==> src/rtl/mul_pkg.sv <==
// Shared types and helpers for the sequential shift-add multiplier.
package mul_pkg;

  localparam int unsigned MUL_WIDTH_DEFAULT = 4;

  typedef enum logic [1:0] {
    IDLE = 2'd0,
    RUN  = 2'd1,
    FIX  = 2'd2
  } state_e;

  // Ceiling log2 with a floor of 1 so that a counter is always at least one bit wide.
  function automatic int unsigned clog2(input int unsigned value);
    int unsigned r;
    r = 0;
    for (int unsigned i = 0; i < 32; i++) begin
      if ((32'd1 << i) < value) r = i + 1;
    end
    return (r == 0) ? 1 : r;
  endfunction

endpackage

==> src/rtl/seq_mul_twos_negate.sv <==
// Combinational conditional two's-complement negate.
module twos_negate #(
  parameter int unsigned N = 4
) (
  input  logic         en,
  input  logic [N-1:0] x,
  output logic [N-1:0] y
);

  // Pass through, or invert-and-increment when enabled.
  always_comb begin
    y = en ? (~x + N'(1)) : x;
  end

endmodule

==> src/rtl/seq_mul.sv <==
// Sequential shift-add multiplier: one partial product per clock, optional signed mode.
module seq_mul
  import mul_pkg::*;
#(
  parameter int unsigned WIDTH = MUL_WIDTH_DEFAULT
) (
  input  logic                 clk,
  input  logic                 rst_n,
  input  logic                 start,
  input  logic                 signed_mode,
  input  logic [WIDTH-1:0]     a,
  input  logic [WIDTH-1:0]     b,
  output logic                 busy,
  output logic                 done,
  output logic [2*WIDTH-1:0]   result
);

  localparam int unsigned CW = clog2(WIDTH);
  localparam int unsigned PW = 2 * WIDTH;

  state_e          state_q, state_d;
  logic            neg_q, neg_d;
  logic [WIDTH-1:0] mcand_q, mcand_d;
  logic [WIDTH-1:0] mplier_q, mplier_d;
  logic [PW-1:0]   acc_q, acc_d;
  logic [CW-1:0]   cnt_q, cnt_d;
  logic [PW-1:0]   result_q, result_d;
  logic            done_q, done_d;

  logic [WIDTH-1:0] a_mag, b_mag;
  logic [PW-1:0]    acc_fixed;
  logic             last_iter;

  // Operand magnitudes; the most negative value maps to 2^(W-1), which still fits unsigned.
  twos_negate #(.N(WIDTH)) u_abs_a (
    .en (signed_mode & a[WIDTH-1]),
    .x  (a),
    .y  (a_mag)
  );

  twos_negate #(.N(WIDTH)) u_abs_b (
    .en (signed_mode & b[WIDTH-1]),
    .x  (b),
    .y  (b_mag)
  );

  // Final sign fix of the unsigned magnitude product; zero negates to zero.
  twos_negate #(.N(PW)) u_sign_fix (
    .en (neg_q),
    .x  (acc_q),
    .y  (acc_fixed)
  );

  assign last_iter = (cnt_q == CW'(WIDTH - 1));

  // State register.
  always_ff @(posedge clk or negedge rst_n) begin
    if (!rst_n) state_q <= IDLE;
    else        state_q <= state_d;
  end

  // Next-state logic: accept in IDLE, WIDTH iterations in RUN, one FIX cycle.
  always_comb begin
    state_d = state_q;
    unique case (state_q)
      IDLE:    if (start) state_d = RUN;
      RUN:     if (last_iter) state_d = FIX;
      FIX:     state_d = IDLE;
      default: state_d = IDLE;
    endcase
  end

  // FSM outputs.
  always_comb begin
    busy = (state_q != IDLE);
  end

  // Datapath next values.
  always_comb begin
    neg_d    = neg_q;
    mcand_d  = mcand_q;
    mplier_d = mplier_q;
    acc_d    = acc_q;
    cnt_d    = cnt_q;
    result_d = result_q;
    done_d   = 1'b0;
    unique case (state_q)
      IDLE: begin
        if (start) begin
          neg_d    = signed_mode & (a[WIDTH-1] ^ b[WIDTH-1]);
          mcand_d  = a_mag;
          mplier_d = b_mag;
          acc_d    = '0;
          cnt_d    = '0;
        end
      end
      RUN: begin
        if (mplier_q[0]) acc_d = acc_q + ({{WIDTH{1'b0}}, mcand_q} << cnt_q);
        mplier_d = mplier_q >> 1;
        cnt_d    = cnt_q + CW'(1);
      end
      FIX: begin
        result_d = acc_fixed;
        done_d   = 1'b1;
      end
      default: ;
    endcase
  end

  // Datapath registers; reset clears everything, aborting any operation in flight.
  always_ff @(posedge clk or negedge rst_n) begin
    if (!rst_n) begin
      neg_q    <= 1'b0;
      mcand_q  <= '0;
      mplier_q <= '0;
      acc_q    <= '0;
      cnt_q    <= '0;
      result_q <= '0;
      done_q   <= 1'b0;
    end else begin
      neg_q    <= neg_d;
      mcand_q  <= mcand_d;
      mplier_q <= mplier_d;
      acc_q    <= acc_d;
      cnt_q    <= cnt_d;
      result_q <= result_d;
      done_q   <= done_d;
    end
  end

  assign done   = done_q;
  assign result = result_q;

endmodule
==> config.mk <==
export PLATFORM = sky130hd
export DESIGN_NAME = seq_mul
export DESIGN_NICKNAME = d
export VERILOG_FILES = /design/src/rtl/mul_pkg.sv /design/src/rtl/seq_mul_twos_negate.sv /design/src/rtl/seq_mul.sv
export SDC_FILE = /design/constraint.sdc
export NUM_CORES = 1
export LEC_CHECK = 0
export CAP_MARGIN = 15
export CORE_MARGIN = 2
export CORE_UTILIZATION = 32
export DETAILED_ROUTE_END_ITERATION = 7
export SLEW_MARGIN = 40
export SYNTH_ARGS = -nofsm -noshare
export SYNTH_HDL_FRONTEND = slang
export SYNTH_HIERARCHICAL = 1
export SYNTH_SLANG_ARGS = --single-unit
export TNS_END_PERCENT = 10
==> constraint.sdc <==
create_clock -name clk -period 2.2 [get_ports clk]
set_input_delay 0.22 -clock clk [delete_from_list [all_inputs] [get_ports clk]]
set_output_delay 0.22 -clock clk [all_outputs]
set_load 0.05 [all_outputs]
==> metrics.txt <==
Max IR drop VDD 0.628 mV; post-synthesis cell count 176; final net count 226; Setup crit end kind flip-flop; commonest cells in the netlist dfrtp_1 (30), o21ai_0 (15), mux2_2 (13); maxcap violations 0; crit-path max cell delay slightly above 400 ps; initial antenna violation count 0; vias per cell 4.74; Design Area, Final 2280 um2; Final Hold Fails 0; Yosys reg bits 30; remaining global-route overflow 0; Detailed Route WL 3360 um; post-layout util between 40% and 50%; setup TNS 0 ps; Worst-path clk slew ~60 ps; antenna cells 0; max_slew headroom 67.0%; worst hold slack approximately 330 ps; min Tclk post-route 2090 ps; worst flop-to-flop path endpoint acc_q[7]$_DFFE_PN0P_; met2 Usage GRT 19.1%; Initial Util around a third; Post-CTS Setup Inserts 0; Final Wtd Congestion 0.789; Reg area 752 um2; post-DR wirelength/cell 12.2 um; Multi-input gate area 1080 um2; syn avg cell area 10.7 um2; die area 6510 um2; pwr/cell area 1440 nW/um2; worst skew pair latency approximately 280 ps; crit path to acc_q[7]$_DFFE_PN0P_; vias in the first global route 1239; CP cell instances buf_6 > mux2i_4 > mux2i_1 > ha_1 > o21ai_0 > o21bai_1 > a21oi_2 > a21oi_2 > mux2i_1; initial DRC count 53; critical path fanouts, max 5; layout cell share with drive strength beyond 1 slightly above 20%; Critical-path top delay cell dfrtp_2; fin crit share 94.8%; post-synth top area cell dfrtp_1; WP data arrival 2290 ps; final slew viol count 0; Root Driver clkbuf_8; HPWL after DPL 2530 um; met1 usage 14.8%; top-count cell post-synth dfrtp_1; Yosys warnings 6; vias after detailed routing 1300; H-tree levels 2; # DRC 0; Die X 80.7 um; met3 GRT Util about 3%; HP Class in -> async; Layout Area Growth over Synthesis 21.1%; CTS tree built; Port Buffers 21; final setup vio count 0; Tot GR Track Use between 10% and 20%; Post-synth EDFFs 0; R2R cell count 9; largest net degree at the start of global routing 31; syn nets 200; Yosys top cell area share 39.9%; GRT Max-Usage Layer met2; ys flop type dfrtp_1; status finished clean; synth top area cells dfrtp_1 (40%), mux2_2 (7.8%), ha_1 (7.3%), xnor2_1 (5.1%), o21ai_0 (4.0%); largest buffer count on any clock path 2; clk sinks 30; unrepaired setup endpoints after global routing yes; DP Worst Slack 75.4 ps; share of flip-flops with an asynchronous set or reset 100%; fin cells 274; final worst slack between 100 and 150 ps; PnR Total Power roughly 3.3 mW; CP Data Required Time 2400 ps; Startpoint Class flip-flop; clk_skew 3.70 ps; Syn Std Cell Area 1880 um2; post-synthesis sequential area ratio 39.9%; clock buffer count from CTS 5; die height 80.7 um; fill count just under 600; reg2reg start cnt_q[0]$_DFFE_PN0P_; first-pass GRT wire length 5850 um; Critical Path Source cnt_q[0]$_DFFE_PN0P_; slew of the pin with the lowest slew margin 493 ps; DP Area between 2000 and 2500 um2; Setup CP Type reg -> reg; post-route antenna net violation count 0; core area between 5000 and 6000 um2; Yosys cell types 39; Site Rows 27; P_leak 0.994 nW; cell count after placement around 270; FMAX 0.480 GHz; num ports 22; flop-to-flop setup slack 110 ps; DR pass1 iterations 4
==> critical path, delay by kind of cell, from the launching register on <==
family	cells	cell delay [ps]
mux	3	530
buf+inv	1	140
compound gates	4	570
fa+ha+maj	1	360
flops	1	410
==> timing repair <==
| item | 4_1_cts | 5_1_grt |
|---|---|---|
| gates resized for setup | 0 | 6 |
| hold buffers | 0 | 0 |
| setup endpoints to repair | 0 | 3 |
==> final cells by class <==
cell class	instances	area share [%]
tap	72	3.95
multi-input combinational	130	47.2
timing repair buffer	26	11.0
clock buffer	7	3.35
sequential	30	33.0
inverter	9	1.48
==> cell usage in the layout (no fill, tap or decap), types with 2 or more instances in the layout <==
| cell type | instances |
|---|---|
| or3_4 | 2 |
| mux2i_1 | 4 |
| o21ai_1 | 2 |
| buf_4 | 4 |
| a21oi_1 | 7 |
| a22oi_1 | 4 |
| mux2_2 | 13 |
| a21o_1 | 3 |
| nor2_1 | 4 |
| and2_1 | 3 |
| xor2_1 | 4 |
| clkbuf_8 | 5 |
| a21oi_2 | 2 |
| inv_1 | 9 |
| o31ai_2 | 3 |
| clkbuf_1 | 2 |
| nand2_1 | 11 |
| nand2b_1 | 6 |
| a22o_1 | 4 |
| ha_1 | 11 |
| xnor2_1 | 11 |
| clkdlybuf4s50_1 | 21 |
| o21bai_1 | 2 |
| a211oi_1 | 2 |
| o21ai_0 | 15 |
| nor2b_1 | 2 |
| dfrtp_1 | 29 |
==> state kept, by name, indices dropped and copies added (netlist names) <==
name      cells
cnt_q         2
mcand_q       4
state_q       2
acc_q         8
neg_q         1
result        8
done          1
mplier_q      4
==> worst min-delay path by stage <==
stage	slack [ps]	endpoint	cells after the start	from
floorplan	-80	acc_q[0]$_DFFE_PN0P_	0	rst_n
global placement	470	mplier_q[1]$_DFFE_PN0P_	2	mplier_q[1]$_DFFE_PN0P_
detailed placement	490	mplier_q[1]$_DFFE_PN0P_	2	mplier_q[1]$_DFFE_PN0P_
CTS	340	acc_q[6]$_DFFE_PN0P_	2	rst_n
global route	370	result[4]$_DFFE_PN0P_	2	rst_n
finish	330	state_q[0]$_DFFE_PN0P_	2	rst_n
==> routing by layer <==
metal | vias to the layer above | routed length [um]
met1 | 599 | 1610
li1 | 667 | -
met3 | 7 | 131
met4 | 0 | 59
met5 | - | 0
met2 | 27 | 1560
==> where the power goes <==
group | switching (mW) | internal [mW] | total (mW) | leakage, nW
logic | 0.988 | 0.874 | 1.86 | 0.571
registers | 0.248 | 0.777 | 1.02 | 0.385
clock network | 0.188 | 0.217 | 0.405 | 0.0383
total | 1.42 | 1.87 | 3.29 | 0.994
==> cell families (layout without fill, tap and decap cells) <==
family / count (synthesis) / in the layout / synth area share, %
AOI/OAI and AO/OA: 48 / 48 / 18.0
and+or+nand+nor: 36 / 36 / 11.9
DFF: 30 / 30 / 39.9
muxes: 19 / 19 / 11.0
buffers and inverters: 16 / 42 / 3.92
xor gates and xnor gates: 15 / 15 / 6.98
adders and majority gates: 12 / 12 / 8.37
(Power assumes the default switching activity.)
